`src/rtl/rx_cmd_regfile.sv`:
```
// Serial command receiver with a small register file: deframes start/payload/parity/stop
// frames, one line bit per clk2 edge, and executes the opcode against the register file.
module rx_cmd_regfile #(
    parameter int DATA_W    = 4,
    parameter int ADDR_W    = 2,
    parameter int OP_W      = 4,
    parameter int PARITY_EN = 1
) (
    input  logic                            clk2,
    input  logic                            rst_n,
    input  logic                            transmission,
    output logic [DATA_W+ADDR_W+OP_W-1:0]   led_data,
    output logic [DATA_W-1:0]               display,
    output logic                            display_on,
    output logic                            frame_err,
    output logic                            cmd_err,
    output logic [7:0]                      err_count,
    output logic                            busy
);

    localparam int P     = DATA_W + ADDR_W + OP_W;
    localparam int NREGS = 1 << ADDR_W;
    localparam int IDX_W = (P > 1) ? $clog2(P) : 1;

    localparam logic [OP_W-1:0] OP_CLEAR      = OP_W'(1);
    localparam logic [OP_W-1:0] OP_STORE      = OP_W'(2);
    localparam logic [OP_W-1:0] OP_CLEAR_ALL  = OP_W'(3);
    localparam logic [OP_W-1:0] OP_SHOW       = OP_W'(4);
    localparam logic [OP_W-1:0] OP_STORE_SHOW = OP_W'(8);

    typedef enum logic [2:0] {
        IDLE,
        SHIFT,
        PARITY,
        STOP,
        WAIT_HIGH,
        EXEC
    } state_t;

    state_t                 state_reg, state_next;
    logic [IDX_W-1:0]       bit_idx_reg;
    logic [P-1:0]           payload_reg;
    logic                   mismatch_reg;
    logic [DATA_W-1:0]      regs_reg [NREGS];
    logic [DATA_W-1:0]      display_reg;
    logic                   display_on_reg;
    logic                   frame_err_reg, frame_err_next;
    logic                   cmd_err_reg, cmd_err_next;
    logic [7:0]             err_count_reg;
    logic                   exec_en;

    // Field views of the received payload (data in the low bits, opcode on top).
    logic [DATA_W-1:0]      fld_data;
    logic [ADDR_W-1:0]      fld_addr;
    logic [OP_W-1:0]        fld_op;
    logic                   op_known;
    logic                   op_writes;
    logic [NREGS-1:0]       wr_en;

    assign fld_data  = payload_reg[DATA_W-1:0];
    assign fld_addr  = payload_reg[DATA_W +: ADDR_W];
    assign fld_op    = payload_reg[P-1 -: OP_W];
    assign op_writes = (fld_op == OP_STORE) || (fld_op == OP_STORE_SHOW);
    assign op_known  = (fld_op == OP_CLEAR) || (fld_op == OP_CLEAR_ALL) ||
                       (fld_op == OP_SHOW)  || op_writes;

    generate
        for (genvar gi = 0; gi < NREGS; gi++) begin : g_wr_en
            assign wr_en[gi] = exec_en && op_writes && (fld_addr == ADDR_W'(gi));
        end
    endgenerate

    always_comb begin
        state_next     = state_reg;
        frame_err_next = 1'b0;
        cmd_err_next   = 1'b0;
        exec_en        = 1'b0;
        case (state_reg)
            IDLE: begin
                if (!transmission) state_next = SHIFT;
            end
            SHIFT: begin
                if (bit_idx_reg == IDX_W'(P - 1))
                    state_next = (PARITY_EN != 0) ? PARITY : STOP;
            end
            PARITY: begin
                state_next = STOP;
            end
            STOP: begin
                if (!transmission) begin
                    frame_err_next = 1'b1;
                    state_next     = WAIT_HIGH;
                end else if (mismatch_reg) begin
                    frame_err_next = 1'b1;
                    state_next     = IDLE;
                end else begin
                    state_next = EXEC;
                end
            end
            WAIT_HIGH: begin
                if (transmission) state_next = IDLE;
            end
            EXEC: begin
                exec_en      = 1'b1;
                cmd_err_next = !op_known;
                // A low line here is the start bit of a back-to-back frame.
                state_next   = transmission ? IDLE : SHIFT;
            end
            default: state_next = IDLE;
        endcase
    end

    always_ff @(posedge clk2 or negedge rst_n) begin
        if (!rst_n) begin
            state_reg     <= IDLE;
            bit_idx_reg   <= '0;
            payload_reg   <= '0;
            mismatch_reg  <= 1'b0;
            frame_err_reg <= 1'b0;
            cmd_err_reg   <= 1'b0;
            err_count_reg <= '0;
        end else begin
            state_reg     <= state_next;
            frame_err_reg <= frame_err_next;
            cmd_err_reg   <= cmd_err_next;
            if (state_reg == SHIFT) begin
                bit_idx_reg              <= bit_idx_reg + 1'b1;
                payload_reg[bit_idx_reg] <= transmission;
                mismatch_reg             <= 1'b0;
            end else begin
                bit_idx_reg <= '0;
            end
            if (state_reg == PARITY)
                mismatch_reg <= (^payload_reg) ^ transmission;
            if ((frame_err_next || cmd_err_next) && (err_count_reg != 8'hFF))
                err_count_reg <= err_count_reg + 8'd1;
        end
    end

    // Flop array rather than RAM: CLEAR_ALL wipes every entry in one cycle.
    always_ff @(posedge clk2 or negedge rst_n) begin
        if (!rst_n) begin
            for (int i = 0; i < NREGS; i++) regs_reg[i] <= '0;
        end else begin
            for (int i = 0; i < NREGS; i++) begin
                if (exec_en && (fld_op == OP_CLEAR_ALL))
                    regs_reg[i] <= '0;
                else if (wr_en[i])
                    regs_reg[i] <= fld_data;
            end
        end
    end

    always_ff @(posedge clk2 or negedge rst_n) begin
        if (!rst_n) begin
            display_reg    <= '0;
            display_on_reg <= 1'b0;
        end else if (exec_en) begin
            case (fld_op)
                OP_CLEAR: begin
                    display_on_reg <= 1'b0;
                end
                OP_CLEAR_ALL: begin
                    display_reg    <= '0;
                    display_on_reg <= 1'b0;
                end
                OP_SHOW: begin
                    display_reg    <= regs_reg[fld_addr];
                    display_on_reg <= 1'b1;
                end
                OP_STORE_SHOW: begin
                    // Show the incoming data, not the register's old contents.
                    display_reg    <= fld_data;
                    display_on_reg <= 1'b1;
                end
                default: ;
            endcase
        end
    end

    assign led_data   = payload_reg;
    assign display    = display_reg;
    assign display_on = display_on_reg;
    assign frame_err  = frame_err_reg;
    assign cmd_err    = cmd_err_reg;
    assign err_count  = err_count_reg;
    assign busy       = (state_reg != IDLE) && (state_reg != WAIT_HIGH);

endmodule

```
`config.mk`:
```
export PLATFORM = sky130hd
export DESIGN_NAME = rx_cmd_regfile
export DESIGN_NICKNAME = d
export VERILOG_FILES = /design/src/rtl/rx_cmd_regfile.sv
export SDC_FILE = /design/constraint.sdc
export NUM_CORES = 1
export LEC_CHECK = 0
export ABC_AREA = 0
export BUFFER_PORTS_ARGS = -buffer_cell sky130_fd_sc_hd__buf_2
export CAP_MARGIN = 20
export CORE_MARGIN = 2
export CORE_UTILIZATION = 58
export CTS_BUF_LIST = sky130_fd_sc_hd__clkbuf_16
export DETAILED_ROUTE_END_ITERATION = 8
export GPL_TIMING_DRIVEN = 1
export PLACE_DENSITY = 0.81
export SLEW_MARGIN = 5
export SYNTH_ARGS = -nofsm -noshare
export SYNTH_HDL_FRONTEND = slang
export SYNTH_SLANG_ARGS = --single-unit
```
`constraint.sdc`:
```
create_clock -name clk2 -period 2.5 [get_ports clk2]
set_clock_uncertainty 0.05 [all_clocks]
set_input_delay 0.25 -clock clk2 [delete_from_list [all_inputs] [get_ports clk2]]
set_output_delay 0.25 -clock clk2 [all_outputs]
set_load 0.03 [all_outputs]
```
# Word level (Yosys, flattened, before mapping)

Cells that the tools add are included.

Logic and storage cells: 101
Input bits: 3
Flip-flop bits (word level): 49
Output and inout bits: 26

Equality and inequality tests: 19
Add/subtract/negate cells: 2
Reduce and logical (&&, ||, !) cells: 31
Order comparisons: 3
Bitwise logic cells: 2
Multiplexer cells: 31

Operator list:

| operator                                                              | count |
|---|---|
| 4-bit two-way mux                                                     | 11 |
| 3-bit case mux with 6 select lines                                    | 1 |
| 3-bit two-way mux                                                     | 5 |
| 4-bit case mux with 3 select lines                                    | 1 |
| 2-bit nonzero test                                                    | 6 |
| 10-bit bitwise mux                                                    | 1 |
| 10-bit parity                                                         | 1 |
| 1-bit logical AND                                                     | 9 |
| 1-bit two-way mux                                                     | 9 |
| 8-bit by 1-bit adder with 8-bit output, second input constant         | 1 |
| 4-bit binary-select mux with 2-bit select                             | 1 |
| 4-bit by 2-bit equality test with 1-bit output, second input constant | 2 |
| 4-bit equality test, second input constant                            | 2 |
| 8-bit inequality test, second input constant                          | 1 |
| 3-bit by 2-bit equality test with 1-bit output, second input constant | 2 |
| 3-bit equality test, second input constant                            | 2 |
| 2-bit inequality test, second input constant                          | 3 |
| 3-bit nonzero test                                                    | 2 |
| 1-bit logical OR                                                      | 5 |
| 4-bit by 5-bit < comparator with 1-bit output, second input constant  | 1 |
| 4-bit by 1-bit adder with 4-bit output, second input constant         | 1 |
| 1-bit demux with 4-bit select                                         | 1 |
| 2-bit equality test, second input constant                            | 2 |
| 4-bit by 1-bit equality test with 1-bit output, second input constant | 1 |
| other kinds (15)                                                      | 17 |

# Depth between registers and ports, before layout

Depth in word-level cells: 8
Gate-level depth with buffers: 7
Mapped depth without buffers: 6

# Least setup slack after synthesis

Ideal clock, no wire load.

Kind: reg2reg
From: register payload_reg[9] (netlist: led_data[9])
To: register err_count_reg[1] (netlist: err_count[1])
Path slack: 416 ps
Clock period less this slack: 2084 ps
Path buffers: 0
Cell stages (with the launch flop): 7
Required time: 2325 ps
Arrival: 1909 ps
Setup time: 125 ps
Cell sequence: dfrtp_1 -> inv_1 -> ha_1 -> o21ai_1 -> nand4_2 -> a21oi_1 -> mux2_2

Cells in the longest elaborated chain, start to end: 8
Elaborated cells between the ends (all ways): 13
Classes of those cells: eq/ne: 5; mux: 1; reduce/logical: 7

RTL lines:

| item                                                                                                                    | RTL line | source |
|---|---|---|
| start: declaration                                                                                                      | 42       | `logic [P-1:0] payload_reg;` |
| start signal: indexed assignment                                                                                        | 128      | `payload_reg[bit_idx_reg] <= transmission;` |
| 4-bit by 1-bit equality test with 1-bit output / 4-bit by 2-bit equality test with 1-bit output (equally long branches) | 64       | `assign op_known = (fld_op == OP_CLEAR) \|\| (fld_op == OP_CLEAR_ALL) \|\|` |
| 1-bit logical OR (2 in series)                                                                                          | 64       |  |
| 1-bit logical OR (*)                                                                                                    | 65       | `(fld_op == OP_SHOW) \|\| op_writes;` |
| 1-bit zero test (*)                                                                                                     | 105      | `cmd_err_next = !op_known;` |
| 1-bit two-way mux (*)                                                                                                   | 78       | `case (state_reg)` |
| 1-bit logical OR (*)                                                                                                    | 135      | `if ((frame_err_next \|\| cmd_err_next) && (err_count_reg != 8'hFF))` |
| 1-bit logical AND (*)                                                                                                   | 135      |  |
| end signal: assignment                                                                                                  | 136      | `err_count_reg <= err_count_reg + 8'd1;` |
| end: declaration                                                                                                        | 49       | `logic [7:0] err_count_reg;` |

Mark *: on every way between the ends. The rest lies on a longest branch, timed or not.
A chain may end at the register's enable or synchronous reset.

# Worst setup path in the final report

Same ends and word-level chain as after synthesis.

==> flow_metrics.env <==
export IMPL_grt_max_degree=50
export IMPL_ir_drop_mv=0.5618
export IMPL_synth_cells=240
export IMPL_finalNonFillerCells=325
export IMPL_grt_pass1_wl_um=8832
export IMPL_n_antenna_cell=0
export IMPL_holdCritPathClass="input port to asynchronous set/reset pin"
export IMPL_die_x_um=71.42
export IMPL_wire_per_inst_um=15.95
export IMPL_r2r_cells=6
export IMPL_ys_ff_latch=49
export IMPL_clk_insertion_delay_late_ns=0.29
export IMPL_postCtsSetupBuffers=0
export IMPL_status="finished, violations left"
export IMPL_antenna_found_initial=0
export IMPL_chipHeight_um=71.42
export IMPL_reg2reg_to="err_count[1]"
export IMPL_rsz0062_at_grt="no"
export IMPL_drcViolationCount=0
export IMPL_max_freq_mhz=466.0
export IMPL_netlist_area_um2=2636
export IMPL_grtUsageTotal_pct=22.46
export IMPL_cts_resized=0
export IMPL_hold_slack_ns=-0.01211
export IMPL_total_power_w=0.003506
export IMPL_timing_rr_start="led_data[9]"
export IMPL_yosys_warnings=0
export IMPL_syn_num_nets=259
export IMPL_htreeDepth=2
export IMPL_ctsRootBufferMaster="clkbuf_16"
export IMPL_first_iter_violations=117
export IMPL_dp_hpwl_um=3626
export IMPL_design_core_area_um2=4354
export IMPL_min_period_over_period_pct=85.83
export IMPL_synth_top_area_share_pct=46.51
export IMPL_largest_reg_flops=16
export IMPL_setup_viol=0
export IMPL_area_growth_pct=12.20
export IMPL_worstSetupEndpoint="err_count[1]"
export IMPL_ys_seq_area_share_pct=46.51
export IMPL_cts_buffer_depth=2
export IMPL_dieArea_um2=5101
export IMPL_finalHoldViolCount=8
export IMPL_cts_tree="built"
export IMPL_arrival_ns=2.27
export IMPL_path_max_fanout=8
export IMPL_ys_top_cells_by_area="dfrtp_1, mux2i_1, ha_1"
export IMPL_cts_hold_buf=0
export IMPL_cp_startpoint="led_data[9]"
export IMPL_worst_setup_path_type="register to register"
export IMPL_rows=24
export IMPL_crit_path_start_kind="register"
export IMPL_dp_cells=317
export IMPL_num_io_pins=29
export IMPL_finalSetupTns_ns=0
export IMPL_gp_congestion=0.8265
export IMPL_start_util_pct=60.55
export IMPL_violations="hold timing"
export IMPL_worstMarginPinSlew_ns=0.6136
export IMPL_dr_pass1_iters=4
export IMPL_report_final_slew_viol_count=0
export IMPL_p_leak_nw=1.575
export IMPL_cts_buffers=5
export IMPL_numPortBuffers=28
export IMPL_layout_drive_gt1_share_pct=20.15
export IMPL_drt_total_wl_um=5183
export IMPL_endpoint_kind="register"
export IMPL_grt_pass1_vias=1791
export IMPL_r2r_slack_ns=0.35
export IMPL_syn_area_per_cell_um2=10.98
export IMPL_fin_nets=291
export IMPL_p_per_area_nw_per_um2=1185
export IMPL_max_cap_violations=0
export IMPL_routed_via_density=5.726
export IMPL_min_period_ns=2.146
export IMPL_vias=1861
export IMPL_slew_headroom_pct=59.10
export IMPL_synth_top_area_cell="dfrtp_1"
export IMPL_clkTransAtPathRegs_ns=0.06
export IMPL_yosysUniqueCellTypes=38
export IMPL_cp_required_ns=2.63
export IMPL_cts_sinks=49
export IMPL_grt_overflow=0
export IMPL_antenna_left=0
critical path, stage by stage, from the launching register on:
cell	delay (ns)
dfrtp_1	0.36
inv_1	0.09
ha_1	0.24
o21ai_1	0.32
nand4_2	0.29
a21oi_1	0.32
mux2_2	0.36
final cells by class:
type,count,area (um2)
clock buffer,5,125.1
sequential,49,1226
timing repair buffer,31,162.7
multi-input combinational,169,1305
inverter,16,60.06
clock inverter,3,13.76
tap,52,65.06
fill,317,1396
where the power goes:
part / switching, W / internal (W) / leakage (nW)
Clock: 0.000284 / 0.000364 / 0.0748
Combinational: 0.000935 / 0.000654 / 0.865
Sequential: 0.000277 / 0.000992 / 0.635
cell usage after synthesis (all sizes together):
| cell | instances |
|---|---|
| dfrtp | 49 |
| nor2 | 29 |
| mux2i | 22 |
| nand2 | 17 |
| ha | 16 |
| inv | 16 |
| a21oi | 14 |
| nand3 | 10 |
| mux2 | 9 |
| xnor2 | 8 |
| o21ai | 7 |
| a32oi | 4 |
| buf | 4 |
| mux4 | 4 |
| xor2 | 4 |
| and3b | 3 |
| nand2b | 3 |
| a31oi | 2 |
| and3 | 2 |
| clkbuf | 2 |
| nor3 | 2 |
| a211oi | 1 |
| a21boi | 1 |
| a22o | 1 |
| and2 | 1 |
| and4bb | 1 |
| nand3b | 1 |
| nand4 | 1 |
| nor3b | 1 |
| o22ai | 1 |
| o31ai | 1 |
| o41ai | 1 |
| or3 | 1 |
| or3b | 1 |
metal layers:
| layer | track usage (%) | share of wire (%) | vias to the layer above |
|---|---|---|---|
| li1 | - | - | 896 |
| met1 | 30.55 | 45 | 917 |
| met2 | 36.42 | 49 | 42 |
| met3 | 4.782 | 4.9 | 6 |
| met4 | 6.918 | 1.2 | 0 |
| met5 | 0 | 0 | - |
per-stage QoR:
step	util [%]	cell area (um2)	setup WS, ns	hold slack, ns
2_1_floorplan	-	2636	0.4163	-0.09559
3_3_place_gp	64.74	2819	0.4950	0.3371
3_5_place_dp	64.74	2819	0.3875	0.3436
4_1_cts	67.93	2958	0.3647	0.03727
5_1_grt	67.93	2958	0.2049	0.07072
6_report	67.93	2958	0.3542	-0.01211
cell families (layout without fill, tap and decap cells):
kind of cell | Yosys count | after routing | share of synthesized area, %
buffers and inverters | 22 | 55 | 3.987
muxes | 35 | 35 | 16.18
xor gates and xnor gates | 12 | 12 | 3.987
adders and majority gates | 16 | 16 | 7.594
and+or+nand+nor | 73 | 73 | 14.19
DFF | 49 | 49 | 46.51
AOI/OAI and AO/OA | 33 | 33 | 7.547
worst min-delay path by stage:
stage / startpoint / depth (start not counted) / end / slack (ns)
5_1_grt: rst_n / 2 / display[2] / 0.07
4_1_cts: rst_n / 2 / display[0] / 0.04
2_1_floorplan: rst_n / 0 / bit_idx_reg[0] / -0.1
3_5_place_dp: rst_n / 2 / display[0] / 0.34
3_3_place_gp: rst_n / 2 / display[3] / 0.34
6_report: rst_n / 2 / display[3] / -0.01
layout by cell type (no fill, tap or decap), types with 4 or more instances in the layout:
cell / n
dfrtp_1: 49
nor2_1: 29
buf_2: 28
mux2i_1: 22
inv_1: 17
nand2_1: 17
ha_1: 16
a21oi_1: 14
nand3_1: 10
xnor2_1: 8
o21ai_0: 5
mux2_2: 5
clkbuf_16: 5
xor2_1: 4
mux2_4: 4
mux4_2: 4
a32oi_1: 4
Note: power is estimated with default switching activity, not from simulation.
